## config.mk

```make
export PLATFORM = sky130hd
export DESIGN_NAME = multi_stage_pipeline_reg
export DESIGN_NICKNAME = d
export VERILOG_FILES = /design/src/rtl/multi_stage_pipeline_reg_pkg.sv /design/src/rtl/multi_stage_pipeline_reg_checker.sv /design/src/rtl/multi_stage_pipeline_reg_skid_stage.sv /design/src/rtl/multi_stage_pipeline_reg.sv
export SDC_FILE = /design/constraint.sdc
export NUM_CORES = 1
export LEC_CHECK = 0
export BUFFER_PORTS_ARGS = -buffer_cell sky130_fd_sc_hd__buf_2
export CORE_MARGIN = 1.5
export CORE_UTILIZATION = 45
export CTS_BUF_LIST = sky130_fd_sc_hd__clkbuf_8
export CTS_CLUSTER_DIAMETER = 200
export DETAILED_ROUTE_END_ITERATION = 16
export SKIP_LAST_GASP = 1
export SYNTH_ARGS = -nofsm -noshare
export SYNTH_HDL_FRONTEND = slang
export SYNTH_SLANG_ARGS = --single-unit
```

## constraint.sdc

```tcl
create_clock -name clk -period 2.5 [get_ports clk]
set_clock_uncertainty 0.1 [all_clocks]
set_input_delay 0 -clock clk [delete_from_list [all_inputs] [get_ports clk]]
set_output_delay 0 -clock clk [all_outputs]
set_load 0.02 [all_outputs]
```

## src/rtl/multi_stage_pipeline_reg_pkg.sv

```systemverilog
// Shared types and helpers for the multi-stage valid/ready register pipeline.
package multi_stage_pipeline_reg_pkg;

    // Occupancy of one skid stage: nothing held, main register held, main and skid held.
    typedef enum logic [1:0] {
        EMPTY = 2'd0,
        BUSY  = 2'd1,
        FULL  = 2'd2
    } stage_state_e;

    // Width needed to count 0 .. 2*depth words.
    function automatic int occ_width(input int depth);
        return $clog2(2 * depth + 1);
    endfunction

endpackage

```

## src/rtl/multi_stage_pipeline_reg_checker.sv

```systemverilog
// Protocol checks on the pipeline's downstream side and occupancy range.
module multi_stage_pipeline_reg_checker #(
    parameter int DATA_WIDTH = 8,
    parameter int DEPTH      = 2,
    parameter int CNT_W      = 3
) (
    input logic                  clk,
    input logic                  reset,
    input logic                  flush,
    input logic                  out_valid,
    input logic                  out_ready,
    input logic [DATA_WIDTH-1:0] out_data,
    input logic [CNT_W-1:0]      occupancy
);

    // A stalled output word must stay put until it is taken (flush excepted).
    a_out_hold: assert property (@(posedge clk) disable iff (reset)
        (out_valid && !out_ready && !flush) |=> (out_valid && $stable(out_data)));

    // The counter can never exceed the storage capacity.
    a_occ_range: assert property (@(posedge clk) disable iff (reset)
        occupancy <= CNT_W'(2 * DEPTH));

endmodule

```

## src/rtl/multi_stage_pipeline_reg_skid_stage.sv

```systemverilog
// One skid-buffer stage: a main register drives the downstream side and a skid
// register catches the word that arrives while the registered ready is still high.
// No combinational path exists from dn_ready_i to up_ready_o.
module multi_stage_pipeline_reg_skid_stage
    import multi_stage_pipeline_reg_pkg::*;
#(
    parameter int DATA_WIDTH = 8
) (
    input  logic                  clk,
    input  logic                  reset,
    input  logic                  flush,
    input  logic [DATA_WIDTH-1:0] up_data_i,
    input  logic                  up_valid_i,
    output logic                  up_ready_o,
    output logic [DATA_WIDTH-1:0] dn_data_o,
    output logic                  dn_valid_o,
    input  logic                  dn_ready_i
);

    stage_state_e          state_q, state_d;
    logic [DATA_WIDTH-1:0] main_q, main_d;
    logic [DATA_WIDTH-1:0] skid_q, skid_d;
    logic                  valid_q, valid_d;
    logic                  up_ready_q, up_ready_d;
    logic                  up_fire_s;
    logic                  dn_fire_s;

    assign up_fire_s  = up_valid_i & up_ready_q;
    assign dn_fire_s  = valid_q & dn_ready_i;
    assign up_ready_o = up_ready_q;
    assign dn_valid_o = valid_q;
    assign dn_data_o  = main_q;

    // State and datapath registers; reset clears everything including data.
    always_ff @(posedge clk) begin
        if (reset) begin
            state_q    <= EMPTY;
            main_q     <= {DATA_WIDTH{1'b0}};
            skid_q     <= {DATA_WIDTH{1'b0}};
            valid_q    <= 1'b0;
            up_ready_q <= 1'b0;
        end else begin
            state_q    <= state_d;
            main_q     <= main_d;
            skid_q     <= skid_d;
            valid_q    <= valid_d;
            up_ready_q <= up_ready_d;
        end
    end

    // Next-state: flush empties the stage and overrides any transfer.
    always_comb begin
        state_d = state_q;
        if (flush) begin
            state_d = EMPTY;
        end else begin
            case (state_q)
                EMPTY: begin
                    if (up_fire_s) state_d = BUSY;
                    else           state_d = EMPTY;
                end
                BUSY: begin
                    if (up_fire_s && !dn_fire_s)      state_d = FULL;
                    else if (!up_fire_s && dn_fire_s) state_d = EMPTY;
                    else                              state_d = BUSY;
                end
                FULL: begin
                    if (dn_fire_s) state_d = BUSY;
                    else           state_d = FULL;
                end
                default: state_d = EMPTY;
            endcase
        end
    end

    // Datapath moves and registered handshake outputs derived from the next state.
    always_comb begin
        main_d = main_q;
        skid_d = skid_q;
        if (flush) begin
            main_d = main_q;
        end else begin
            case (state_q)
                EMPTY: begin
                    if (up_fire_s) main_d = up_data_i;
                    else           main_d = main_q;
                end
                BUSY: begin
                    if (up_fire_s && dn_fire_s) main_d = up_data_i;
                    else if (up_fire_s)         skid_d = up_data_i;
                    else                        main_d = main_q;
                end
                FULL: begin
                    if (dn_fire_s) main_d = skid_q;
                    else           main_d = main_q;
                end
                default: main_d = main_q;
            endcase
        end
        valid_d    = (state_d != EMPTY);
        up_ready_d = (!flush) && (state_d != FULL);
    end

endmodule

```

## src/rtl/multi_stage_pipeline_reg.sv

```systemverilog
// DEPTH skid stages chained into a fully registered valid/ready pipeline with a
// synchronous flush and an occupancy counter.
module multi_stage_pipeline_reg
    import multi_stage_pipeline_reg_pkg::*;
#(
    parameter  int DATA_WIDTH = 8,
    parameter  int DEPTH      = 2,
    localparam int CNT_W      = occ_width(DEPTH)
) (
    input  logic                  clk,
    input  logic                  reset,
    input  logic                  flush,
    input  logic [DATA_WIDTH-1:0] input_data,
    input  logic                  input_valid,
    output logic                  input_ready,
    output logic [DATA_WIDTH-1:0] out_data,
    output logic                  out_valid,
    input  logic                  out_ready,
    output logic [CNT_W-1:0]      occupancy
);

    // Element i is the input side of stage i; element DEPTH is the block output.
    logic [DEPTH:0][DATA_WIDTH-1:0] chain_data_s;
    logic [DEPTH:0]                 chain_valid_s;
    logic [DEPTH:0]                 chain_ready_s;

    logic [CNT_W-1:0] count_q, count_d;
    logic             in_fire_s;
    logic             out_fire_s;

    assign chain_data_s[0]      = input_data;
    assign chain_valid_s[0]     = input_valid;
    assign chain_ready_s[DEPTH] = out_ready;

    assign input_ready = chain_ready_s[0];
    assign out_data    = chain_data_s[DEPTH];
    assign out_valid   = chain_valid_s[DEPTH];
    assign occupancy   = count_q;

    for (genvar g = 0; g < DEPTH; g++) begin : g_stage
        multi_stage_pipeline_reg_skid_stage #(
            .DATA_WIDTH (DATA_WIDTH)
        ) u_stage (
            .clk        (clk),
            .reset      (reset),
            .flush      (flush),
            .up_data_i  (chain_data_s[g]),
            .up_valid_i (chain_valid_s[g]),
            .up_ready_o (chain_ready_s[g]),
            .dn_data_o  (chain_data_s[g+1]),
            .dn_valid_o (chain_valid_s[g+1]),
            .dn_ready_i (chain_ready_s[g+1])
        );
    end

    // A word offered during flush is discarded, so it is not counted.
    assign in_fire_s  = input_valid & input_ready & ~flush;
    assign out_fire_s = out_valid & out_ready;

    // Occupancy register.
    always_ff @(posedge clk) begin
        if (reset) begin
            count_q <= {CNT_W{1'b0}};
        end else begin
            count_q <= count_d;
        end
    end

    // Occupancy update: flush empties, otherwise net of accepted and delivered words.
    always_comb begin
        count_d = count_q;
        if (flush) begin
            count_d = {CNT_W{1'b0}};
        end else begin
            case ({in_fire_s, out_fire_s})
                2'b10:   count_d = count_q + CNT_W'(1);
                2'b01:   count_d = count_q - CNT_W'(1);
                default: count_d = count_q;
            endcase
        end
    end

    multi_stage_pipeline_reg_checker #(
        .DATA_WIDTH (DATA_WIDTH),
        .DEPTH      (DEPTH),
        .CNT_W      (CNT_W)
    ) u_checker (
        .clk       (clk),
        .reset     (reset),
        .flush     (flush),
        .out_valid (out_valid),
        .out_ready (out_ready),
        .out_data  (out_data),
        .occupancy (count_q)
    );

endmodule

```

Yosys cells after proc, flatten, opt, wreduce, memory -nomap -nowiden
Index checks and enable logic that the tools add are counted.
{ "word_totals": {"register_bits": 43, "wordCells": 79} }
{ "classes": {"n_reduce_logical": 24, "eq_ne": 14, "muxes": 21, "n_addsub": 2, "n_bitwise": 7} }
{ "ops": {"columns": ["cell", "count"], "rows": [
  ["two-way mux 8 bit", 6],
  ["case mux 8 bit (3 select lines)", 2],
  ["two-way mux 2 bit", 6],
  ["case mux 2 bit (3 select lines)", 2],
  ["inequality test 2 x 1 -> 1 bit (second input constant)", 5],
  ["AND reduction 5 bit", 2],
  ["logical AND 1 bit", 8],
  ["AND reduction 4 bit", 2],
  ["== test 2 x 1 -> 1 bit (second input constant)", 3],
  ["== test 2 bit (second input constant)", 3],
  ["inequality test 2 bit (second input constant)", 3],
  ["case mux 3 bit (2 select lines)", 1],
  ["nonzero test 2 bit", 3],
  ["nonzero test 3 bit", 2],
  ["AND 1 bit", 4],
  ["zero test 1 bit", 4],
  ["zero test 2 bit", 2],
  ["two-way mux 1 bit", 4],
  ["adder 3 x 1 -> 3 bit (second input constant)", 1],
  ["inverter 1 bit", 3],
  ["subtractor 3 x 1 -> 3 bit (second input constant)", 1],
  ["OR reduction 2 bit", 1]
]} }

Longest topological paths before layout
Gate-level depths: netlist of the first run.
{ "logic_depth": {"depth_word": 9, "mapped_depth": 8, "depth_no_buf": 8} }

Modules after synthesis
Synthesis of the first run repeated with hierarchy kept, for this count alone.
{ "hier_totals": {"cells_unflattened": 213, "hier_area_um2": 2001.9} }
{ "by_module_without_submodules": {"columns": ["mod", "cells_per_inst", "seq_area_each_um2", "area_each_um2", "n_inst"], "rows": [
  ["multi_stage_pipeline_reg_skid_stage", 99, 400.4, 919.6, 2],
  ["multi_stage_pipeline_reg", 15, 60.1, 162.7, 1]
]} }

Least setup slack after synthesis of the first run
No wires, ideal clock.
{ "synth_path": {"path_kind": "register -> register", "startpoint": "reg g_stage[1].u_stage.valid_q", "endpoint": "reg count_q[2] (netlist: occupancy[2])", "arrival_time_ns": 1.800, "setup_slack_ns": 0.530, "required_time_ns": 2.329, "stages_incl_launch_ff": 9, "n_path_buf": 0, "path_cell_list": "dfxtp_1 nand2_1 inv_1 ha_1 inv_1 fa_1 xor2_1 or3_1 a21oi_1"} }
{ "synth_via": {"elab_chain_cells": 3, "word_cells_on_any_way": 5, "cone_classes": "2 x eq/ne; 1 x mux; 1 x bitwise; 1 x reduce/logical"} }
{ "synth_rtl": {"columns": ["element", "line_no", "rtl"], "rows": [
  ["start, declared", "multi_stage_pipeline_reg_skid_stage.sv:23", "logic valid_q, valid_d;"],
  ["start signal, assigned", "multi_stage_pipeline_reg_skid_stage.sv:46", "valid_q <= valid_d;"],
  ["AND 1 bit (*)", "multi_stage_pipeline_reg.sv:58", "assign out_fire_s = out_valid & out_ready;"],
  ["== test 2 x 1 -> 1 bit / == test 2 bit (equally long branches)", "multi_stage_pipeline_reg.sv:75", "case ({in_fire_s, out_fire_s})"],
  ["case mux 3 bit (2 select lines) / nonzero test 2 bit (equally long branches)", null, null],
  ["end signal, assigned", "multi_stage_pipeline_reg.sv:63", "count_q <= {CNT_W{1'b0}};"],
  ["end signal, assigned", "multi_stage_pipeline_reg.sv:65", "count_q <= count_d;"],
  ["end, declared", "multi_stage_pipeline_reg.sv:27", "logic [CNT_W-1:0] count_q, count_d;"]
]} }
Mark *: on every way between the ends. The rest lies on a longest branch, timed or not.
A chain may end at the register's enable or synchronous reset.

Worst setup path after layout of the first run
{ "layout_path": {"startpoint": "reg g_stage[0].u_stage.valid_q", "endpoint": "reg g_stage[1].u_stage.main_q[3]"} }
{ "layout_via": {"elab_chain_cells": 4, "word_cells_on_any_way": 5, "cone_classes": "2 x eq/ne; 1 x bitwise; 2 x reduce/logical"} }
{ "layout_rtl": {"columns": ["element", "line_no", "rtl"], "rows": [
  ["start, declared", "multi_stage_pipeline_reg_skid_stage.sv:23", null],
  ["start signal, assigned", "multi_stage_pipeline_reg_skid_stage.sv:46", null],
  ["AND 1 bit (*)", "multi_stage_pipeline_reg_skid_stage.sv:28", "assign up_fire_s = up_valid_i & up_ready_q;"],
  ["logical AND 1 bit", "multi_stage_pipeline_reg_skid_stage.sv:89", "if (up_fire_s && dn_fire_s) main_d = up_data_i;"],
  ["inequality test 2 x 1 -> 1 bit (no source line)", null, null],
  ["AND reduction 5 bit (no source line) (*)", null, null],
  ["end signal, assigned", "multi_stage_pipeline_reg_skid_stage.sv:38", "main_q <= {DATA_WIDTH{1'b0}};"],
  ["end signal, assigned", "multi_stage_pipeline_reg_skid_stage.sv:44", "main_q <= main_d;"],
  ["end, declared", "multi_stage_pipeline_reg_skid_stage.sv:21", "logic [DATA_WIDTH-1:0] main_q, main_d;"]
]} }
Marked as above.

==> run_results.csv, run 1 <==
group,metric,value,unit
synthesis,syn_avg_cell_area,9.78,um^2
timing,worst_pin_slew,0.665,ns
synthesis,synth.area.top_cells,"dfxtp_1, mux2i_1, nor2_1",
critical_path,path_buf_inv,1,
critical_path,critPathLaunch,"g_stage[0].u_stage.dn_valid_o$_SDFF_PP0_",
critical_path,cp_top_family,"compound AO/OA/AOI/OAI gates",
synthesis,synthTopCellsByCount,"dfxtp_1, nor2_1, mux2i_1",
finish,diodes,0,
finish,post_route_cells_drive_above_1_share,17.4,%
timing,setup_viol,0,
critical_path,worstSetupEndpointType,"register",
synthesis,synth.net_count,216,
synthesis,ys_types,34,
clocking,postCtsSetupRepairBufs,0,
synthesis,yosys.area.top_type,"dfxtp_1",
worst_hold_path,hold_path.class,"input pin to register",
timing,hold_viol_final,0,
synthesis,ys_warn_count,0,
synthesis,ys_ff_latch,43,
floorplanning,io-pin-count,26,
run_status,status,"finished clean",
critical_path,worstSetupStartpointType,"register",
drt,vias_per_cell,5.10,
clocking,cts_tree,"yes",
floorplanning,start_util,47.9,%
timing,final.hold.worst_slack,0.0900,ns
critical_path,r2r_slack,0.39,ns
placement,dp_hpwl,2.43,mm
clocking,cts_buffer_depth,2,
clocking,cts.sinks,43,
clocking,cts_max_level,2,
finish,fill_cells,373,
critical_path,slowest_stage,"a221oi_4",
timing,period_needed,2.11,ns
floorplanning,die_h,68.9,um
synthesis,ys.flop_type,"dfxtp_1",
drt,wl_per_cell,12.5,um
finish,fin_nets,240,
power,total_power,0.00121,W
timing,finalCritPeriodShare,84.5,%
synthesis,yosysTopAreaCellShare,44.0,%
placement,placed_cells,256,
placement,post-place-ws,0.392,ns
clocking,clkLatencyLatePin,0.29,ns
critical_path,cp_cell_sequence,"nand2_1 > inv_2 > ha_1 > a21oi_2 > a221oi_4 > nor2_1 > a211oi_1",
synthesis,synth-edff-count,0,
clocking,numCtsBuffers,5,
job,cap_violations,0,
clocking,cts-root-buf,"clkbuf_8",
drt,drt-total-wl,3.43,mm
drt,dr.pass1.iters,4,
timing,grt_setup_unrepaired,"no",
synthesis,syn_inst,200,
global_routing,grt_start_max_net_pins,35,
clocking,post_cts_resized,0,
critical_path,path_max_fanout,16,
global_routing,antenna_found_initial,0,
timing,clock.fmax,474,MHz
global_routing,grt_usage,15.8,%
global_routing,grt_pass1_vias,1234,
drt,postRouteAntennaNets,0,
critical_path,slowest_delay,0.60,ns
global_routing,grt_pass1_wl,5.57,mm
timing,setup-tns-final,0,ns
critical_path,reg2reg_depth,7,
drt,drtIter0Drc,41,
synthesis,netlist_area,1960,um^2
timing,finalWorstSetupSlack,0.389,ns
power,p_per_area,544,nW/um^2
drt,vias,1398,
power,p_leak,1.03,nW
critical_path,reg2reg_to,"g_stage[1].u_stage.dn_data_o[3]$_SDFFE_PP0P_",
critical_path,path_class,"register to register",
floorplanning,die-area,4750,um^2
synthesis,async_flop_share,0,%
drt,drc,0,
floorplanning,rows,23,
finish,final_cells,274,
placement,numPortBuffers,25,
critical_path,critPathCapture,"g_stage[1].u_stage.dn_data_o[3]$_SDFFE_PP0P_",
placement,place_congestion,0.776,
finish,syn_to_final_growth,13.6,%
critical_path,reg2reg_from,"g_stage[0].u_stage.dn_valid_o$_SDFF_PP0_",
floorplanning,coreArea,4090,um^2
critical_path,arrival,2.21,ns
synthesis,yosysSeqAreaShare,44.0,%
floorplanning,die_w,68.9,um
critical_path,required,2.60,ns
power,ir_worst_vdd,0.423,mV
timing,drv_slew,0,
clocking,hold_buffers,11,
synthesis,synth_most_common_cell,"dfxtp_1",
clocking,path_clk_slew,0.08,ns
global_routing,grt-ovfl-total,0,
critical_path,path_depth,7,
timing,max-slew-margin-rel,55.7,%
-- routing by layer --
layer	vias up	GRT usage, %	wire length (um)
met2	22	25.8	1540
met5	-	0	0
met4	0	5.15	53
met3	6	4.87	125
li1	742	-	-
met1	628	20.0	1710
-- registers in the layout, summed over array words and instances (netlist names) --
signal                      cells
g_stage.u_stage.up_ready_o      2
g_stage.u_stage.dn_data_o      16
g_stage.u_stage.skid_q         16
g_stage.u_stage.dn_valid_o      2
g_stage.u_stage.state_q         4
occupancy                       3
-- power by group --
part           switching, W  internal [W]
Sequential       0.00000820      0.000693
Combinational     0.0000384     0.0000341
Clock              0.000219      0.000217
Total              0.000266      0.000944
-- layout make-up --
class | instances | area (um^2) | share of cell area [%]
clock buffer | 6 | 82.6 | 3.72
clock inverter | 1 | 5.00 | 0.225
inverter | 6 | 22.5 | 1.01
multi-input combinational | 132 | 953 | 42.9
sequential | 43 | 861 | 38.7
tap | 50 | 62.6 | 2.82
timing repair buffer | 36 | 235 | 10.6
-- worst reg2reg max path, delay by kind of cell (launching register included) --
family	cells	cell delay (ns)
AO/OA/AOI/OAI	3	0.92
adder cells (fa/ha/maj)	1	0.19
buffers and inverters	1	0.14
flip-flops	1	0.40
AND/OR/NAND/NOR	2	0.27
-- how the worst min path moves through the flow --
| stage | cells after the start | to | slack [ns] | startpoint |
|---|---|---|---|---|
| 6_report | 2 | g_stage[0].u_stage.skid_q[0]$_SDFFE_PP0P_ | 0.09 | reset |
| 5_1_grt | 2 | g_stage[0].u_stage.skid_q[6]$_SDFFE_PP0P_ | 0.12 | reset |
| 4_1_cts | 2 | g_stage[0].u_stage.skid_q[2]$_SDFFE_PP0P_ | 0.09 | reset |
| 3_5_place_dp | 3 | g_stage[0].u_stage.skid_q[1]$_SDFFE_PP0P_ | 0.16 | input_data[1] |
| 3_3_place_gp | 3 | g_stage[0].u_stage.skid_q[6]$_SDFFE_PP0P_ | 0.15 | input_data[6] |
| 2_1_floorplan | 2 | g_stage[0].u_stage.skid_q[0]$_SDFFE_PP0P_ | 0.04 | input_data[0] |
-- logic make-up after synthesis --
family | synth area share [%]
flip-flops | 44.0
buffers and inverters | 7.29
multiplexers | 16.4
adder cells (fa/ha/maj) | 2.30
XOR/XNOR | 0.895
AND/OR/NAND/NOR | 14.1
AO/OA/AOI/OAI | 15.0
-- metrics by stage --
step	instance area, um^2	utilization (%)
finish	2220	54.4
CTS	2220	54.4
floorplan	1960	-
detailed placement	2020	49.5
global route	2220	54.4
global placement	2020	49.5
-- cells in the final DEF, fill, tap and decap left out, drive strengths merged --
cell / n
inv: 6
or4: 1
dfxtp: 43
o22a: 1
nand2: 4
xor2: 2
nand2b: 2
or2: 2
a21oi: 8
o21ai: 2
fa: 1
nor2b: 1
or3: 2
nand4b: 3
clkbuf: 6
buf: 25
a221oi: 4
dlygate4sd3: 11
clkinv: 1
and2: 1
a31oi: 1
a21o: 1
a21bo: 1
nor3: 1
mux2i: 32
nand3b: 3
nor2: 40
a211oi: 17
ha: 2
Note: power is estimated with default switching activity, not from simulation.
==> run 2: changes to the inputs <==
--- a/config.mk
+++ b/config.mk
@@ -11,6 +11,7 @@
 export CTS_BUF_LIST = sky130_fd_sc_hd__clkbuf_8
 export CTS_CLUSTER_DIAMETER = 200
 export DETAILED_ROUTE_END_ITERATION = 16
+export PLACE_DENSITY = 0.67
 export SKIP_LAST_GASP = 1
 export SYNTH_ARGS = -nofsm -noshare
 export SYNTH_HDL_FRONTEND = slang
==> constraint.sdc (replaced) <==
create_clock -name clk -period 1.8 [get_ports clk]
set_clock_uncertainty 0.1 [all_clocks]
set_input_delay 0 -clock clk [delete_from_list [all_inputs] [get_ports clk]]
set_output_delay 0 -clock clk [all_outputs]
set_load 0.02 [all_outputs]
==> run_results.csv, run 2 (same netlist as run 1, synthesis figures left out) <==
group,metric,value,unit
critical_path,required,1.93,ns
drt,dr.pass1.iters,4,
timing,grt_setup_unrepaired,"yes",
clocking,cts-root-buf,"clkbuf_8",
clocking,cts_buffer_depth,2,
floorplanning,coreArea,4090,um^2
power,ir_worst_vdd,0.469,mV
run_status,status,"finished clean",
job,cap_violations,0,
clocking,numCtsBuffers,5,
clocking,cts_tree,"yes",
clocking,clkLatencyLatePin,0.29,ns
clocking,path_clk_slew,0.08,ns
timing,drv_slew,0,
timing,finalWorstSetupSlack,0.0150,ns
timing,setup-tns-final,0,ns
placement,post-place-ws,-0.0376,ns
drt,postRouteAntennaNets,0,
drt,drc,0,
finish,fill_cells,374,
critical_path,path_max_fanout,3,
critical_path,worstSetupEndpointType,"register",
critical_path,worstSetupStartpointType,"register",
floorplanning,io-pin-count,26,
timing,worst_pin_slew,0.601,ns
drt,wl_per_cell,13.2,um
timing,finalCritPeriodShare,99.2,%
floorplanning,die-area,4750,um^2
placement,place_congestion,0.746,
power,p_per_area,785,nW/um^2
critical_path,path_class,"register to register",
finish,syn_to_final_growth,28.1,%
worst_hold_path,hold_path.class,"input pin to register",
finish,final_core_util,61.3,%
global_routing,grt_pass1_wl,6.11,mm
power,p_leak,1.17,nW
drt,drt-total-wl,3.86,mm
placement,numPortBuffers,25,
timing,final.hold.worst_slack,0.0753,ns
timing,setup_viol,0,
timing,hold_viol_final,0,
timing,max-slew-margin-rel,59.9,%
finish,final_common_cell,"nor2_1",
timing,clock.fmax,560,MHz
floorplanning,rows,23,
global_routing,grt_usage,17.6,%
global_routing,antenna_found_initial,0,
power,total_power,0.00197,W
finish,multi_input_area,1010,um^2
finish,diodes,0,
clocking,cts.sinks,43,
critical_path,arrival,1.91,ns
finish,fin_nets,257,
drt,drtIter0Drc,85,
finish,layout_common_cells,"nor2_1, dfxtp_1, mux2i_1",
finish,area.sequential,873,um^2
floorplanning,die_h,68.9,um
clocking,cts_max_level,2,
drt,vias,1496,
timing,period_needed,1.78,ns
global_routing,grt_start_max_net_pins,34,
placement,dp_hpwl,2.45,mm
finish,post_route_cells_drive_above_1_share,29.3,%
drt,vias_per_cell,5.12,
global_routing,grt-ovfl-total,0,
floorplanning,start_util,47.9,%
global_routing,grt_pass1_vias,1295,
floorplanning,die_w,68.9,um
==> run 2: changes by cell type in the layout (fill, tap and decap cells not counted), sizes merged <==
cell,delta
clkinv,-1
buf,+17
bufinv,+2
dlygate4sd3,-1
inv,+1
==> run 2: final cells by class <==
cell class / count / share of cell area (%)
tap: 50 / 2.50
timing repair buffer: 53 / 16.1
inverter: 6 / 0.999
clock buffer: 5 / 2.75
clock inverter: 3 / 2.55
sequential: 43 / 34.8
multi-input combinational: 132 / 40.3
==> run 2: report_power, final <==
part / total, W / switching, W / internal, W
Sequential: 0.000969 / 0.00000974 / 0.000959
Combinational: 0.000122 / 0.0000614 / 0.0000601
Clock: 0.000876 / 0.000327 / 0.000549
==> run 2: layer usage <==
metal / global-route usage (%) / share of wire, % / up-vias
li1: - / - / 779
met1: 23.8 / 50 / 672
met4: 7.35 / 1.8 / 0
met5: 0 / 0 / -
met2: 26.0 / 44 / 35
met3: 5.36 / 4.2 / 10
==> run 2: through the flow <==
| stage | area (um^2) | cells |
|---|---|---|
| 2_1_floorplan | 1980 | 200 |
| 3_3_place_gp | 2160 | 268 |
| 3_5_place_dp | 2160 | 268 |
| 4_1_cts | 2420 | 287 |
| 5_1_grt | 2510 | 292 |
| 6_report | 2510 | 292 |
==> run 2: worst max-delay path, cell delays in order, from the launching register on <==
cell and delay [ns]:
dfxtp_4 0.37, nand2_4 0.07, inv_4 0.08, ha_4 0.14, inv_2 0.03, fa_2 0.33, xor2_1 0.15, or3_1 0.32
a21oi_2 0.13
==> run 2: path summary, 6_finish.rpt <==
kind | end | depth (start not counted) | startpoint | slack, ns
worst max register to register | occupancy[2]$_SDFFE_PP0P_ | 8 | g_stage[1].u_stage.dn_valid_o$_SDFF_PP0_ | 0.02
worst max-delay path | occupancy[2]$_SDFFE_PP0P_ | 8 | g_stage[1].u_stage.dn_valid_o$_SDFF_PP0_ | 0.02
worst min register to register | g_stage[1].u_stage.dn_data_o[7]$_SDFFE_PP0P_ | 2 | g_stage[1].u_stage.dn_data_o[7]$_SDFFE_PP0P_ | 0.40
worst min-delay path | g_stage[0].u_stage.dn_valid_o$_SDFF_PP0_ | 3 | input_valid | 0.08
==> run 2: repair_timing <==
action,CTS,global route
gates cloned,0,1
buffers inserted,1,4
hold buffers,10,0
endpoints found under the setup margin,2,14
hold endpoints to repair,15,0
gates resized for setup,3,11
pin swaps,1,0
==> run 3: changes to the inputs <==
--- a/config.mk
+++ b/config.mk
@@ -6,12 +6,12 @@
 export NUM_CORES = 1
 export LEC_CHECK = 0
 export BUFFER_PORTS_ARGS = -buffer_cell sky130_fd_sc_hd__buf_2
+export CAP_MARGIN = 20
 export CORE_MARGIN = 1.5
 export CORE_UTILIZATION = 45
 export CTS_BUF_LIST = sky130_fd_sc_hd__clkbuf_8
 export CTS_CLUSTER_DIAMETER = 200
 export DETAILED_ROUTE_END_ITERATION = 16
-export PLACE_DENSITY = 0.67
 export SKIP_LAST_GASP = 1
 export SYNTH_ARGS = -nofsm -noshare
 export SYNTH_HDL_FRONTEND = slang
==> constraint.sdc (replaced) <==
create_clock -name clk -period 1.7 [get_ports clk]
set_clock_uncertainty 0.1 [all_clocks]
set_input_delay 0 -clock clk [delete_from_list [all_inputs] [get_ports clk]]
set_output_delay 0 -clock clk [all_outputs]
set_load 0.02 [all_outputs]
==> run_results.csv, run 3 (same netlist as run 1, synthesis figures left out) <==
group,metric,value,unit
power,total_power,0.00206,W
critical_path,slowest_delay,0.35,ns
finish,post_route_cells_drive_above_1_share,32.4,%
finish,final_core_util,62.6,%
global_routing,grt-ovfl-total,0,
critical_path,r2r_slack,-0.04,ns
drt,drc,0,
floorplanning,coreArea,4090,um^2
floorplanning,die_h,68.9,um
timing,max-slew-margin-rel,75.8,%
timing,drv_slew,0,
finish,final_common_cell,"nor2_1",
finish,fill_cells,363,
finish,syn_to_final_growth,30.8,%
floorplanning,start_util,47.9,%
timing,clock.fmax,573,MHz
critical_path,required,1.82,ns
critical_path,worstSetupEndpointType,"register",
run_status,violations,"setup timing",
drt,wl_per_cell,13.2,um
drt,drt-total-wl,3.91,mm
job,cap_violations,0,
clocking,clkLatencyLatePin,0.29,ns
floorplanning,die-area,4750,um^2
global_routing,grt_use_met1,20.9,%
clocking,numCtsBuffers,5,
critical_path,slowest_stage,"dfxtp_4",
global_routing,grt_pass1_vias,1396,
timing,worst_pin_slew,0.363,ns
timing,finalCritPeriodShare,103,%
timing,grt_setup_unrepaired,"yes",
global_routing,grt_usage,17.6,%
run_status,status,"finished, violations left",
critical_path,path_class,"register to register",
timing,hold_viol_final,0,
finish,diodes,0,
critical_path,reg2reg_from,"g_stage[0].u_stage.up_ready_o$_SDFF_PP0_",
clocking,cts.sinks,43,
placement,place_congestion,0.889,
timing,setup_viol,1,
floorplanning,rows,23,
clocking,cts_buffer_depth,2,
timing,period_needed,1.74,ns
floorplanning,die_w,68.9,um
clocking,path_clk_slew,0.07,ns
drt,dr.pass1.iters,4,
critical_path,path_max_fanout,2,
critical_path,arrival,1.86,ns
drt,drtIter0Drc,36,
finish,fin_nets,262,
finish,area.sequential,880,um^2
critical_path,cp_cell_sequence,"nand2_2 > or2_4 > ha_4 > inv_2 > fa_2 > xor2_1 > or3_1 > a21oi_1",
global_routing,grt_start_max_net_pins,19,
critical_path,critPathLaunch,"g_stage[0].u_stage.up_ready_o$_SDFF_PP0_",
critical_path,reg2reg_to,"occupancy[2]$_SDFFE_PP0P_",
placement,post-place-ws,-0.0403,ns
critical_path,worstSetupStartpointType,"register",
global_routing,grt_most_used_layer,"met2",
clocking,cts-root-buf,"clkbuf_8",
finish,layout_common_cells,"nor2_1, dfxtp_1, mux2i_1",
drt,vias_per_cell,5.12,
drt,vias,1522,
power,p_per_area,806,nW/um^2
placement,numPortBuffers,25,
critical_path,reg2reg_depth,8,
placement,dp_hpwl,2.73,mm
global_routing,grt_use_met3,4.87,%
drt,postRouteAntennaNets,0,
power,p_leak,1.20,nW
finish,multi_input_area,1020,um^2
worst_hold_path,hold_path.class,"input pin to register",
floorplanning,io-pin-count,26,
critical_path,critPathCapture,"occupancy[2]$_SDFFE_PP0P_",
global_routing,grt_use_met2,30.9,%
power,ir_worst_vdd,0.454,mV
global_routing,grt_pass1_wl,6.14,mm
global_routing,antenna_found_initial,0,
clocking,cts_max_level,2,
clocking,cts_tree,"yes",
timing,finalWorstSetupSlack,-0.0446,ns
[run 3: how the worst min path moves through the flow]
| stage | start | to | slack, ns | cells after the start |
|---|---|---|---|---|
| floorplan | input_data[0] | g_stage[0].u_stage.skid_q[0]$_SDFFE_PP0P_ | 0.04 | 2 |
| global placement | input_data[5] | g_stage[0].u_stage.skid_q[5]$_SDFFE_PP0P_ | 0.15 | 3 |
| detailed placement | input_data[6] | g_stage[0].u_stage.skid_q[6]$_SDFFE_PP0P_ | 0.15 | 3 |
| CTS | input_valid | g_stage[0].u_stage.up_ready_o$_SDFF_PP0_ | 0.01 | 4 |
| global route | out_ready | g_stage[1].u_stage.state_q[0]$_SDFF_PP0_ | 0.03 | 3 |
| finish | out_ready | g_stage[1].u_stage.state_q[0]$_SDFF_PP0_ | 0.03 | 3 |
[run 3: final cells by class]
class / count / share of cell area [%]
well taps: 50 / 2.44
multi-input cells: 132 / 40.0
inverters: 6 / 1.08
flip-flops and latches: 43 / 34.4
repair buffers: 58 / 16.9
clock inverters: 3 / 2.49
clock buffers: 5 / 2.69
[run 3: worst max-delay path: cells and delay by family, from the launching register on]
kind / cells / cell delay (ns)
xor gates and xnor gates: 1 / 0.15
adders and majority gates: 2 / 0.44
DFF: 1 / 0.35
and+or+nand+nor: 3 / 0.48
buffers and inverters: 1 / 0.03
AOI/OAI and AO/OA: 1 / 0.12
[run 3: where the power goes]
part           total [W]  leakage (nW)  switching (W)  internal, W
Combinational   0.000128         0.784      0.0000644    0.0000634
Sequential       0.00103         0.352      0.0000114      0.00101
Clock           0.000909        0.0695       0.000328     0.000581
[run 3: per-layer routing]
metal | up-vias | routed length (um)
met4 | 0 | 25
met5 | - | 0
met1 | 705 | 1840
met3 | 2 | 109
li1 | 783 | -
met2 | 32 | 1940
[run 3: stage by stage]
| step | hold slack, ns | instances | TNS [ns] | instance area [um^2] |
|---|---|---|---|---|
| after floorplan | 0.0439 | 200 | -0.0671 | 2000 |
| after global placement | 0.149 | 273 | -0.00576 | 2210 |
| after detailed placement | 0.155 | 273 | -0.0403 | 2210 |
| after CTS | 0.0107 | 297 | -0.0616 | 2550 |
| after global routing | 0.0271 | 297 | -0.558 | 2560 |
| final | 0.0294 | 297 | -0.0446 | 2560 |
[run 3: timing repair]
item | CTS | global route
hold buffers | 11 | 0
gates cloned | 1 | 0
pin swaps | 1 | 9
resized for setup | 9 | 11
setup buffers | 4 | 1
endpoints found under the setup margin | 10 | 28
hold endpoints to repair | 20 | 0
